### config.mk
export PLATFORM = sky130hd
export DESIGN_NAME = mult_seq
export DESIGN_NICKNAME = d
export VERILOG_FILES = /design/src/rtl/mult_pkg.sv /design/src/rtl/mult_seq_abs.sv /design/src/rtl/mult_seq.sv
export SDC_FILE = /design/constraint.sdc
export NUM_CORES = 1
export LEC_CHECK = 0
export CORE_MARGIN = 10
export CORE_UTILIZATION = 40
export DETAILED_ROUTE_END_ITERATION = 8
export HOLD_SLACK_MARGIN = 0.15
export PLACE_DENSITY_LB_ADDON = 0.1
export SYNTH_ARGS = -nofsm -noshare
export SYNTH_HDL_FRONTEND = slang
export SYNTH_SLANG_ARGS = --single-unit
export TNS_END_PERCENT = 1
### constraint.sdc
create_clock -name clk -period 4.1 [get_ports clk]
set_input_delay 0.615 -clock clk [delete_from_list [all_inputs] [get_ports clk]]
set_output_delay 0.615 -clock clk [all_outputs]
set_load 0.03 [all_outputs]
### src/rtl/mult_pkg.sv
// Shared definitions for the sequential shift-add multiplier:
// state encoding, state enum and counter-width helper.
package mult_pkg;

   localparam logic [1:0] ST_IDLE = 2'd0;
   localparam logic [1:0] ST_CALC = 2'd1;
   localparam logic [1:0] ST_DONE = 2'd2;

   typedef enum logic [1:0] {
      IDLE = ST_IDLE,
      CALC = ST_CALC,
      DONE = ST_DONE
   } state_t;

   // ceil(log2(w+1)), at least 1
   function automatic int cnt_w(input int w);
      int n;
      n = 1;
      for (int i = 1; i < 32; i++) begin
         if ((1 << i) < (w + 1)) n = i + 1;
      end
      return n;
   endfunction

endpackage

### src/rtl/mult_seq_abs.sv
// Conditional two's-complement negate of a W-bit value.
// Ports: x (value in), neg (1 = negate), y (result out).
module mult_seq_abs #(
   parameter int W = 16
) (
   input  logic [W-1:0] x,
   input  logic         neg,
   output logic [W-1:0] y
);

   assign y = neg ? -x : x;

endmodule

### src/rtl/mult_seq.sv
// Sequential shift-add multiplier, WIDTH cycles per product, with
// valid/ready on both sides and optional per-transaction signedness.
// Ports: clk, reset (sync, active low), in_valid/in_ready/a/b/in_signed
// (operand side), out_valid/out_ready/product (result side).
module mult_seq #(
   parameter int WIDTH     = 16,
   parameter int SIGNED_EN = 1
) (
   input  logic               clk,
   input  logic               reset,
   input  logic               in_valid,
   output logic               in_ready,
   input  logic [WIDTH-1:0]   a,
   input  logic [WIDTH-1:0]   b,
   input  logic               in_signed,
   output logic               out_valid,
   input  logic               out_ready,
   output logic [2*WIDTH-1:0] product
);

   import mult_pkg::*;

   localparam int PW = 2 * WIDTH;
   localparam int CW = cnt_w(WIDTH);

   state_t           state;
   state_t           state_nx;
   logic [CW-1:0]    count;
   logic [PW-1:0]    mcand;
   logic [PW-1:0]    acc;
   logic [PW-1:0]    acc_nx;
   logic [PW-1:0]    prod_fix;
   logic [WIDTH-1:0] mplier;
   logic [WIDTH-1:0] abs_a;
   logic [WIDTH-1:0] abs_b;
   logic             neg;
   logic             eff;
   logic             last;

   assign eff = in_signed & (SIGNED_EN != 0);

   mult_seq_abs #(.W(WIDTH)) u_abs_a (
      .x   (a),
      .neg (eff & a[WIDTH-1]),
      .y   (abs_a)
   );

   mult_seq_abs #(.W(WIDTH)) u_abs_b (
      .x   (b),
      .neg (eff & b[WIDTH-1]),
      .y   (abs_b)
   );

   // mcand is pre-shifted each cycle, so it always equals
   // |a| << count and no barrel shifter is needed.
   assign acc_nx = mplier[0] ? acc + mcand : acc;
   assign last   = (count == CW'(WIDTH - 1));

   mult_seq_abs #(.W(PW)) u_fix (
      .x   (acc_nx),
      .neg (neg),
      .y   (prod_fix)
   );

   always_ff @(posedge clk) begin
      if (!reset) state <= IDLE;
      else        state <= state_nx;
   end

   always_comb begin
      state_nx  = state;
      in_ready  = 1'b0;
      out_valid = 1'b0;
      unique case (state)
         IDLE: begin
            in_ready = 1'b1;
            if (in_valid) state_nx = CALC;
         end
         CALC: begin
            if (last) state_nx = DONE;
         end
         DONE: begin
            out_valid = 1'b1;
            if (out_ready) state_nx = IDLE;
         end
         default: state_nx = IDLE;
      endcase
   end

   always_ff @(posedge clk) begin
      if (!reset) begin
         count   <= '0;
         mcand   <= '0;
         mplier  <= '0;
         acc     <= '0;
         neg     <= 1'b0;
         product <= '0;
      end else if (state == IDLE) begin
         if (in_valid) begin
            mcand  <= {{WIDTH{1'b0}}, abs_a};
            mplier <= abs_b;
            acc    <= '0;
            count  <= '0;
            neg    <= eff & (a[WIDTH-1] ^ b[WIDTH-1]);
         end
      end else if (state == CALC) begin
         acc    <= acc_nx;
         mcand  <= mcand << 1;
         mplier <= mplier >> 1;
         count  <= count + CW'(1);
         if (last) product <= prod_fix;
      end
   end

endmodule

* Word-level counts from Yosys, hierarchy flattened *
Cells that the tools add are included.

storage, ports and cells
  register bits = 147
  bits of input ports = 37
  word-level logic and storage cells = 50

operators by class
  add/sub/neg operators = 5
  equality and inequality tests = 6
  multiplexer cells = 21
  bitwise gates (word level) = 5
  reduce and logical (&&, ||, !) cells = 6

operators with widths
  kind                     number
  $mux W32                 10
  $mux W16                 5
  $add A32 B1 Y32 const B  1
  $add A32 B32 Y32         1
  $eq A32 B4 Y1 const B    1
  $neg A16 Y16             2
  $neg A32 Y32             1
  $mux W2                  3
  $ne A2 B2 Y1 const B     3
  $pmux W2 S3              1
  $reduce_and A3 Y1        2
  $reduce_and A2 Y1        2
  $and A1 B1 Y1            3
  $eq A2 B1 Y1 const B     1
  $eq A2 B2 Y1 const B     1
  $logic_not A2 Y1         1
  $mux W1                  2
  $reduce_bool A2 Y1       1
  $not A1 Y1               1
  $xor A1 B1 Y1            1

* Depth between registers and ports, before layout *
Gate-level depths: netlist of the first run.

  word-level depth = 4
  depth in mapped cells = 13
  mapped depth without buffers = 12

* By module *
From an unflattened synthesis of the first run, not the netlist that was laid out.

unflattened totals
  cells, all modules = 1187
  area, all modules = 9965.8 um^2

by module, submodules not included
  module                      times used  cells each  area each (um^2)
  mult_seq                    1           986         8419.3
  mult_seq_abs (u_abs_a ...)  2           51          399.1
  mult_seq_abs (u_fix)        1           99          748.2

* Worst setup path after synthesis of the first run *
No wires, ideal clock.

  path type = reg-to-reg
  start point = register mcand[0]
  end point = register product[31]
  library setup time = 74 ps
  data arrival time = 3888 ps
  data required time = 4026 ps
  setup slack = 138 ps
  stages on the path, launching flop included = 13
  clock period less this slack = 3962 ps
  cell sequence = dfxtp_1 -> ha_1 -> fa_1 -> a211oi_4 -> o21ai_2 -> and3_4 -> or3_1 -> a311o_1 -> nor4_4 -> nand4b_4 -> or4_4 -> or4_1 -> a31oi_1

between the ends
  cells in the longest elaborated chain, start to end = 4

ends and longest elaborated chain
  item                    line                RTL
  start, declared         mult_seq.sv:29      logic [PW-1:0] mcand;
  start signal, assigned  mult_seq.sv:100     mcand <= {{WIDTH{1'b0}}, abs_a};
  start signal, assigned  mult_seq.sv:108     mcand <= mcand << 1;
  $add A32 B32 Y32 (*)    mult_seq.sv:56      assign acc_nx = mplier[0] ? acc + mcand : acc;
  $mux W32 (*)            mult_seq.sv:56
  $neg A32 Y32            mult_seq_abs.sv:11  assign y = neg ? -x : x;
  $mux W32 (*)            mult_seq_abs.sv:11
  end signal, assigned    mult_seq.sv:111     if (last) product <= prod_fix;
  end, declared           mult_seq.sv:18      output logic [2*WIDTH-1:0] product

Every way passes the cells marked *; elsewhere a longest branch is shown, timed or not.
A chain may end at the register's enable or synchronous reset.

* Worst setup path in the final report of the first run *
  start point = register mcand[7]
  end point = register product[31]

Same word-level chain as after synthesis.

==> results of run 1 <==
[through the flow]
stage          area, um^2  worst slack [ps]  std cells  hold slack, ps
2_1_floorplan        9950               138       1338             449
3_3_place_gp        11000              80.4       1679             442
5_1_grt             11600             -46.2       1714             475
4_1_cts             11600              68.0       1711             453
3_5_place_dp        11000              33.3       1679             444
6_report            11600               112       1714             450
[cells by family (layout without fill, tap and decap cells)]
| kind of cell | Yosys count | after routing | share of synthesized area |
|---|---|---|---|
| AOI/OAI and AO/OA | 424 | 424 | 0.276 |
| xor gates and xnor gates | 50 | 50 | 0.0440 |
| adders and majority gates | 36 | 36 | 0.0460 |
| buffers and inverters | 113 | 165 | 0.0482 |
| DFF | 147 | 147 | 0.296 |
| muxes | 23 | 23 | 0.0239 |
| and+or+nand+nor | 545 | 545 | 0.266 |
[routing by layer]
layer	part of all wire	global-route usage	wire length (um)	vias up
met5	0	0	0	-
met4	0.022	0.0726	691	0
met3	0.040	0.0321	1250	39
li1	-	-	-	4984
met1	0.46	0.243	14100	4747
met2	0.48	0.326	14800	214
[layout by cell type, fill, tap and decap left out, types with 18 or more instances in the layout]
| cell type | n |
|---|---|
| a31oi_1 | 24 |
| clkdlybuf4s50_1 | 70 |
| xnor2_1 | 28 |
| nand4_1 | 29 |
| nor2_1 | 131 |
| dfxtp_1 | 144 |
| nor3_1 | 22 |
| nand3_1 | 65 |
| buf_4 | 44 |
| xor2_1 | 22 |
| nand2_1 | 168 |
| and3_1 | 23 |
| a21oi_1 | 132 |
| ha_1 | 34 |
| a211oi_1 | 18 |
| o21ai_0 | 94 |
[power by group through the flow]
stage | clock network, mW | registers [mW] | logic, mW
floorplan | 0 | 1.52 | 0.446
global placement | 0 | 1.53 | 0.640
detailed placement | 0 | 1.53 | 0.645
CTS | 1.62 | 1.50 | 0.648
global route | 1.66 | 1.50 | 0.730
finish | 1.58 | 1.50 | 0.661
[registers in the layout (all words and copies together), names as in the netlist]
register / count
acc: 32
state: 2
product: 32
mplier: 16
count: 32
mcand: 32
neg: 1
[timing repair]
action / 4_1_cts / 5_1_grt
pin swaps: 2 / 13
resized for setup: 0 / 10
buffers inserted: 0 / 3
setup endpoints to repair: 1 / 2
[area by class of cell]
cell class / instances / area share
Clock buffer: 18 / 0.0377
Clock inverter: 14 / 0.0125
Inverter: 18 / 0.00591
Multi-Input combinational cell: 1078 / 0.566
Sequential cell: 147 / 0.253
Tap cell: 324 / 0.0348
Timing Repair Buffer: 115 / 0.0903
[worst reg2reg max path, delay by kind of cell (launching register included)]
family                     cells  cell delay, ps
and+or+nand+nor                5            2050
AOI/OAI and AO/OA              4            1020
adders and majority gates      1             390
muxes                          1             120
DFF                            1             330
[worst min path at each step]
stage / startpoint / slack [ps] / endpoint / depth (start not counted)
after floorplan: mplier[15] / 450 / mplier[15] / 2
after global placement: product[16] / 440 / product[16] / 2
after detailed placement: product[16] / 440 / product[16] / 2
after CTS: product[16] / 450 / product[16] / 2
after global routing: product[25] / 480 / product[25] / 2
final: product[16] / 450 / product[16] / 2
[synth_stat cells (all sizes together), types with 10 or more instances]
| cell type | number |
|---|---|
| nand2 | 170 |
| dfxtp | 147 |
| a21oi | 134 |
| nor2 | 133 |
| o21ai | 99 |
| clkbuf | 67 |
| nand3 | 65 |
| ha | 35 |
| nand4 | 29 |
| buf | 28 |
| xnor2 | 28 |
| and3 | 25 |
| a31oi | 24 |
| nor3 | 23 |
| a211oi | 22 |
| xor2 | 22 |
| inv | 18 |
| nand2b | 18 |
| nor2b | 18 |
| mux2i | 17 |
| o21a | 17 |
| o31ai | 15 |
| or3 | 15 |
| a22oi | 14 |
| o211ai | 13 |
| nor4 | 12 |
| a21o | 10 |
==> metrics.csv, run 1 <==
stage;metric;value;unit
drt;mean number of vias per cell;5.82;
drt;# DRC;0;
layout;n_diodes;0;
layout;area taken by multi-input logic gates;6590;um^2
power;cell area power density;321;nW/um^2
setup_path;worst path cell trace;ha_1 > a21oi_1 > o22ai_1 > o21ai_2 > mux2i_1 > or3_1 > nor4_4 > nand4b_4 > or4_4 > or4_1 > a31oi_1;
layout;nets@finish;1450;
setup_path;CP Data Required Time;4460;ps
setup_path;Critical Path End Type;register;
drt;initial DRC count;664;
layout;area grow syn2layout;17.0;%
status;status;completed;
clock_tree;Max H-tree Level;4;
logic_synthesis;Post-synth top flop;dfxtp_1;
floorplan;die area;31600;um^2
timing;Max Slew Vio Count;0;
logic_synthesis;Avg Synthesized Cell Area;7.43;um^2
setup_path;CP delay by family, top;simple AND/OR/NAND/NOR gates;
setup_path;Worst Setup EP;product[31];
logic_synthesis;Synth Warn #;0;
global_routing;total global-route track usage;0.194;
floorplan;Die X;178;um
clock_tree;Worst-Skew Late Latency;440;ps
worst_hold_path;Hold Path Class;register to register;
floorplan;Die Y;178;um
setup_path;Buf+Inv Stages, Crit Path;0;
floorplan;num ports;71;
timing;Worst-Margin Slew;1130;ps
setup_path;slowest CP cell;or4_4;
logic_synthesis;Synth Net Count;1411;
power;Reg power frac;0.401;
timing;setup_tns;0;ps
setup_path;critical-path maximum fanout;7;
logic_synthesis;Syn Inst Count;1338;
drt;Vias;9984;
setup_path;worst path arrival time;4350;ps
layout;Core Util, Final;0.477;
timing;Slew HR;0.245;
setup_path;r2r endpoint;product[31];
power;switch share;0.307;
logic_synthesis;Synth area leader;dfxtp_1;
logic_synthesis;Synth cell types;83;
place;HPWL after DPL;22300;um
drt;final wirelength;30800;um
floorplan;Core Area;24400;um^2
timing;Final Hold Vio Count;0;
timing;RSZ-0062 raised after global routing;yes;
power;Int Pwr;2.59;mW
place;GPL Wtd Cong;0.878;
setup_path;crit path kind;register to register;
logic_synthesis;top-area cell type share of the netlist area;0.296;
drt;post-route ant nets;0;
global_routing;GRT overflow;0;
drt;Pre-antenna DRT Iters;5;
layout;Fillers;2486;
timing;fmax;251;MHz
global_routing;vias in the first global route;9570;
power;Gate power share;0.177;
logic_synthesis;EDFF count, synth;0;
logic_synthesis;synthesized cell area;9950;um^2
floorplan;row count;57;
setup_path;Worst Reg-to-Reg Cells;11;
layout;share of cells above drive strength 1;0.0986;
setup_path;R2R Setup Slk;110;ps
clock_tree;clk sinks;147;
timing;Tcrit/Tclk final;0.973;
setup_path;WP depth;11;
drt;drt wl/cell;18.0;um
flow_run;Max Cap Viol;0;
clock_tree;CTS tree;built;
power;clock power share;0.423;
clock_tree;Post-CTS Hold Fix Bufs;0;
setup_path;Crit path largest cell delay;540;ps
clock_tree;CTS buffer count;17;
logic_synthesis;ys async rst share;0;
global_routing;largest net degree at the start of global routing;70;
power;LEAKAGE;4.29;nW
timing;Final Skew;17.1;ps
power;Psw;1.15;mW
logic_synthesis;synth top area cells;dfxtp_1 30%, a21oi_1 6.7%, nand2_1 6.4%;
clock_tree;Clock Tree Buf Depth;2;
floorplan;Initial Utilization;0.408;
place;number of port buffers;70;
logic_synthesis;share of the yosys chip area belonging to registers;0.296;
setup_path;Critical Path Start Type;register;
clock_tree;Clock Pin Slew Worst Setup and Hold Paths;70;ps
clock_tree;root buf cell;clkbuf_16;
setup_path;RR Startpoint;mcand[7];
setup_path;Worst setup startpoint;mcand[7];
logic_synthesis;FF+latch count, synth;147;
power;Power, Total;3.74;mW
timing;minimum clock period;3990;ps
power;Worst VDD drop;0.205;mV
layout;Register Area;2950;um^2
timing;final count of negative-setup-slack endpoints;0;
global_routing;initial antenna violation count;0;
global_routing;global-route wire length before repair;49900;um
Power figures use the tool's default switching activity.
==> run 2, diff against run 1 <==
--- a/config.mk
+++ b/config.mk
@@ -10,6 +10,7 @@
 export DETAILED_ROUTE_END_ITERATION = 8
 export HOLD_SLACK_MARGIN = 0.15
 export PLACE_DENSITY_LB_ADDON = 0.1
+export RECOVER_POWER = 100
 export SYNTH_ARGS = -nofsm -noshare
 export SYNTH_HDL_FRONTEND = slang
 export SYNTH_SLANG_ARGS = --single-unit
==> run 2 against run 1 <==
The flow now finishes with violations (capacitance limit, slew limit). Count of clock-buffer cells in the layout stayed put. Critical path type unchanged. Combinational power is essentially flat. Final cell count is the same. Routed wire length barely moved. Die area stayed put. Critical path depth unchanged. Hold slack worse by 2.5 ps. Clock skew fell by 0.92 ps. Sequential share of layout area is essentially flat. Highest routed layer unchanged. Clock power hardly changed. Via count shrank 0.26%. Largest cell class unchanged. First-iteration DRC count is 0.45% lower. Largest power group unchanged.
==> metrics.csv, run 2 (same netlist as run 1, synthesis figures left out) <==
stage;metric;value;unit
timing;Final Hold Vio Count;0;
timing;Slew HR;-0.233;
place;GPL Wtd Cong;0.878;
floorplan;row count;57;
global_routing;initial antenna violation count;0;
power;Worst VDD drop;0.205;mV
clock_tree;clk sinks;147;
timing;Final Skew;16.2;ps
power;Power, Total;3.74;mW
drt;initial DRC count;661;
global_routing;GRT overflow;0;
clock_tree;Max H-tree Level;4;
power;Int Pwr;2.59;mW
timing;final count of negative-setup-slack endpoints;0;
setup_path;Critical Path End Type;register;
worst_hold_path;Min-Delay Startpoint;product[16];
floorplan;Core Area;24400;um^2
timing;Worst-Margin Slew;1840;ps
power;switch share;0.307;
flow_run;Max Cap Viol;2;
floorplan;Die X;178;um
place;number of port buffers;70;
global_routing;largest net degree at the start of global routing;70;
power;Gate power share;0.177;
setup_path;RR Startpoint;mcand[7];
layout;area taken by multi-input logic gates;6580;um^2
layout;Post-Layout Cell Count;1714;
timing;hold slack;447;ps
layout;n_diodes;0;
setup_path;worst path cell trace;ha_1 > a21oi_1 > o22ai_1 > o21ai_2 > mux2i_1 > or3_1 > nor4_4 > nand4b_4 > or4_4 > or4_1 > a31oi_1;
drt;Pre-antenna DRT Iters;5;
layout;share of cells above drive strength 1;0.0957;
timing;Tcrit/Tclk final;0.976;
clock_tree;CTS buffer count;17;
power;cell area power density;322;nW/um^2
floorplan;die area;31600;um^2
worst_hold_path;Hold Path Class;register to register;
place;Inst Count DP;1679;
timing;fmax;250;MHz
setup_path;CP Data Required Time;4460;ps
setup_path;slowest CP cell;or4_4;
drt;mean number of vias per cell;5.81;
global_routing;vias in the first global route;9570;
layout;Register Area;2950;um^2
timing;minimum clock period;4000;ps
clock_tree;Post-CTS Hold Fix Bufs;0;
floorplan;Initial Utilization;0.408;
setup_path;worst path arrival time;4360;ps
clock_tree;Clock Tree Buf Depth;2;
place;HPWL after DPL;22300;um
setup_path;Buf+Inv Stages, Crit Path;0;
layout;area grow syn2layout;16.9;%
timing;Max Slew Vio Count;92;
setup_path;CP delay by family, top;simple AND/OR/NAND/NOR gates;
layout;commonest non-fill, non-tap cells in the layout;168 x nand2_1, 144 x dfxtp_1, 133 x nor2_1, 132 x a21oi_1, 94 x o21ai_0;
floorplan;num ports;71;
setup_path;critical-path maximum fanout;7;
clock_tree;Worst-Skew Late Latency;440;ps
clock_tree;root buf cell;clkbuf_16;
layout;commonest non-fill, non-tap cell in the layout;nand2_1;
setup_path;Worst setup startpoint;mcand[7];
floorplan;Die Y;178;um
drt;final wirelength;30800;um
power;Psw;1.15;mW
status;status;finished, violations left;
layout;nets@finish;1450;
clock_tree;CTS tree;built;
timing;RSZ-0062 raised after global routing;yes;
timing;setup_tns;0;ps
clock_tree;Clock Pin Slew Worst Setup and Hold Paths;70;ps
setup_path;crit path kind;register to register;
drt;post-route ant nets;0;
layout;Fillers;2492;
setup_path;Crit path largest cell delay;540;ps
drt;# DRC;0;
power;Reg power frac;0.401;
setup_path;Critical Path Start Type;register;
global_routing;global-route wire length before repair;49900;um
drt;drt wl/cell;18.0;um
power;LEAKAGE;4.40;nW
drt;Vias;9958;
power;clock power share;0.423;
status;violated checks;capacitance limit, slew limit;
global_routing;total global-route track usage;0.194;
## run 2: cell count changes in the layout (fill, tap and decap cells not counted)
cell and change:
nor2_2 -2, clkdlybuf4s50_1 -32, dlygate4sd3_1 +32, nor2_1 +2
nor3_2 -1, nor3_1 +1, clkbuf_1 +1, buf_4 -2
clkbuf_2 +1
## run 2: layer usage
layer / share of wire / global-route usage
met1: 0.46 / 0.243
met2: 0.48 / 0.326
met3: 0.040 / 0.0321
met4: 0.022 / 0.0726
met5: 0 / 0
## run 2: worst paths after layout
path,to,slack [ps],cells past startpoint
setup / recovery,product[31],100,11
hold / removal,product[16],450,2
setup reg to reg,product[31],100,11
hold reg to reg,product[16],450,2
## run 2: cell type report
cell class | instances | share of cell area
tap | 324 | 0.0349
timing repair buffer | 115 | 0.0899
clock inverter | 14 | 0.0125
inverter | 18 | 0.00592
multi-input combinational | 1078 | 0.566
sequential | 147 | 0.253
clock buffer | 18 | 0.0378
## run 2: tightest hold or removal path: stages, from the launching register on
cell     delay [ps]
dfxtp_1         300
nand2_1          50
a21oi_1          50
## run 2: power by group through the flow
stage                     Sequential [mW]  Combinational [mW]  Clock [mW]
final                                1.50               0.660        1.58
after global routing                 1.50               0.730        1.66
after CTS                            1.50               0.648        1.62
after detailed placement             1.53               0.645           0
after global placement               1.53               0.640           0
after floorplan                      1.52               0.446           0
## run 2: metrics by stage
stage / utilization / worst slack, ps / instance area, um^2
6_report: 0.477 / 96.4 / 11600
5_1_grt: 0.477 / -46.2 / 11600
2_1_floorplan: - / 138 / 9950
3_3_place_gp: 0.451 / 80.4 / 11000
3_5_place_dp: 0.451 / 33.3 / 11000
4_1_cts: 0.475 / 68.0 / 11600
## run 2: what timing repair did
item | in CTS | in global routing
pin swaps | 2 | 13
hold endpoints to repair | 0 | 0
resized for setup | 0 | 10
buffers inserted | 0 | 3
endpoints found under the setup margin | 1 | 2
==> run 3, diff against run 2 <==
--- a/config.mk
+++ b/config.mk
@@ -9,7 +9,6 @@
 export CORE_UTILIZATION = 40
 export DETAILED_ROUTE_END_ITERATION = 8
 export HOLD_SLACK_MARGIN = 0.15
-export PLACE_DENSITY_LB_ADDON = 0.1
 export RECOVER_POWER = 100
 export SYNTH_ARGS = -nofsm -noshare
 export SYNTH_HDL_FRONTEND = slang
==> run 3 against run 2 <==
The run still ends with capacitance limit, slew limit left. Die area did not move. Maximum frequency grew 2.4%. Clock power is essentially flat. Critical path depth did not move. Final cell count down 0.35%.
==> metrics.csv, run 3 (same netlist as run 1, synthesis figures left out) <==
stage;metric;value;unit
status;status;finished, violations left;
status;violated checks;capacitance limit, slew limit;
layout;commonest non-fill, non-tap cells in the layout;169 x nand2_1, 146 x dfxtp_1, 133 x nor2_1, 130 x a21oi_1, 94 x o21ai_0;
layout;Fillers;2501;
global_routing;M3 GR Usage;0.0334;
setup_path;worst path cell trace;ha_1 > a21oi_1 > o21ai_0 > a21o_1 > a211oi_2 > nor3_1 > nor3_1 > nand4_1 > or4_4 > or4_4 > a31oi_1;
global_routing;initial antenna violation count;0;
timing;minimum clock period;3910;ps
drt;drt wl/cell;17.3;um
global_routing;largest net degree at the start of global routing;70;
global_routing;total global-route track usage;0.186;
layout;area grow syn2layout;16.3;%
clock_tree;CTS tree;built;
timing;hold slack;451;ps
timing;Tcrit/Tclk final;0.954;
drt;mean number of vias per cell;5.83;
floorplan;die area;31600;um^2
power;Worst VDD drop;0.234;mV
timing;setup_tns;0;ps
place;Inst Count DP;1675;
layout;nets@finish;1444;
place;HPWL after DPL;21500;um
clock_tree;clk sinks;147;
timing;Worst-Margin Slew;1900;ps
layout;commonest non-fill, non-tap cell in the layout;nand2_1;
power;LEAKAGE;4.34;nW
global_routing;global-route wire length before repair;48200;um
floorplan;Die Y;178;um
flow_run;Max Cap Viol;2;
setup_path;Crit path largest cell delay;620;ps
setup_path;crit path kind;register to register;
timing;fmax;256;MHz
place;GPL Wtd Cong;0.869;
worst_hold_path;Hold Path Class;register to register;
place;post-place setup slack;77.8;ps
drt;Vias;9966;
clock_tree;CTS buffer count;17;
timing;Slew HR;-0.271;
floorplan;Core Area;24400;um^2
setup_path;Critical Path Start Type;register;
global_routing;M1 GR Usage;0.231;
floorplan;Die X;178;um
drt;# DRC;0;
power;cell area power density;320;nW/um^2
drt;Pre-antenna DRT Iters;5;
floorplan;row count;57;
place;number of port buffers;70;
global_routing;GRT overflow;0;
setup_path;critical-path maximum fanout;10;
clock_tree;Max H-tree Level;4;
timing;Final Hold Vio Count;0;
layout;share of cells above drive strength 1;0.0889;
clock_tree;root buf cell;clkbuf_16;
drt;initial DRC count;821;
setup_path;Critical Path End Type;register;
floorplan;Initial Utilization;0.408;
setup_path;CP delay by family, top;simple AND/OR/NAND/NOR gates;
layout;Post-Layout Cell Count;1708;
timing;final count of negative-setup-slack endpoints;0;
floorplan;num ports;71;
drt;post-route ant nets;0;
setup_path;worst path arrival time;4270;ps
clock_tree;Clock Tree Buf Depth;2;
timing;RSZ-0062 raised after global routing;no;
timing;Max Slew Vio Count;117;
timing;Final Skew;15.4;ps
layout;n_diodes;0;
setup_path;CP Data Required Time;4460;ps
place;Cell Area, Placed;11000;um^2
clock_tree;Worst-Skew Late Latency;430;ps
setup_path;Buf+Inv Stages, Crit Path;0;
global_routing;vias in the first global route;9388;
global_routing;Global Route met2 Usage;0.319;
setup_path;slowest CP cell;or4_4;
drt;final wirelength;29600;um
layout;Finished Cell Area;11600;um^2
timing;setup ws final;190;ps
global_routing;GR peak layer;met2;
clock_tree;Clock Pin Slew Worst Setup and Hold Paths;70;ps
run 3: report_power, final:
group | total [mW] | switching [mW] | internal [mW]
sequential | 1.50 | 0.0321 | 1.47
combinational | 0.643 | 0.403 | 0.240
clock | 1.56 | 0.658 | 0.903
total | 3.70 | 1.09 | 2.61
run 3: routing by layer:
metal,share of wire,vias up,routed length (um)
met2,0.48,254,14200
li1,-,4992,-
met3,0.045,36,1340
met5,0,-,0
met4,0.022,0,651
met1,0.45,4684,13500
run 3: path summary, 6_finish.rpt:
check	start	end	slack [ps]	cells past startpoint
max reg2reg	mcand[8]	product[31]	190	11
min	product[14]	product[14]	450	2
min reg2reg	product[14]	product[14]	450	2
max	mcand[8]	product[31]	190	11
run 3: timing repair:
item / CTS / global route
buffers inserted: 0 / 1
setup endpoints to repair: 0 / 3
gates resized for setup: 0 / 12
hold buffers: 0 / 0
hold endpoints to repair: 0 / 0
run 3: per-stage QoR:
step                 util  power, mW
finish              0.474       3.70
global route        0.474       3.88
CTS                 0.473       3.73
detailed placement  0.449       2.17
global placement    0.449       2.16
floorplan               -       1.96
run 3: layout make-up:
| class | count | area (um^2) | share of cell area |
|---|---|---|---|
| Inverter | 18 | 68.8 | 0.00595 |
| Sequential cell | 147 | 2940 | 0.255 |
| Clock buffer | 18 | 429 | 0.0371 |
| Tap cell | 324 | 405 | 0.0350 |
| Clock inverter | 14 | 154 | 0.0133 |
| Timing Repair Buffer | 109 | 977 | 0.0845 |
| Multi-Input combinational cell | 1078 | 6590 | 0.570 |
run 3: worst register-to-register path: stages (launching register included):
cell      delay, ps
dfxtp_1         340
ha_1            430
a21oi_1         270
o21ai_0         190
a21o_1          270
a211oi_2        340
nor3_1          140
nor3_1          300
nand4_1         270
or4_4           620
or4_4           520
a31oi_1         160
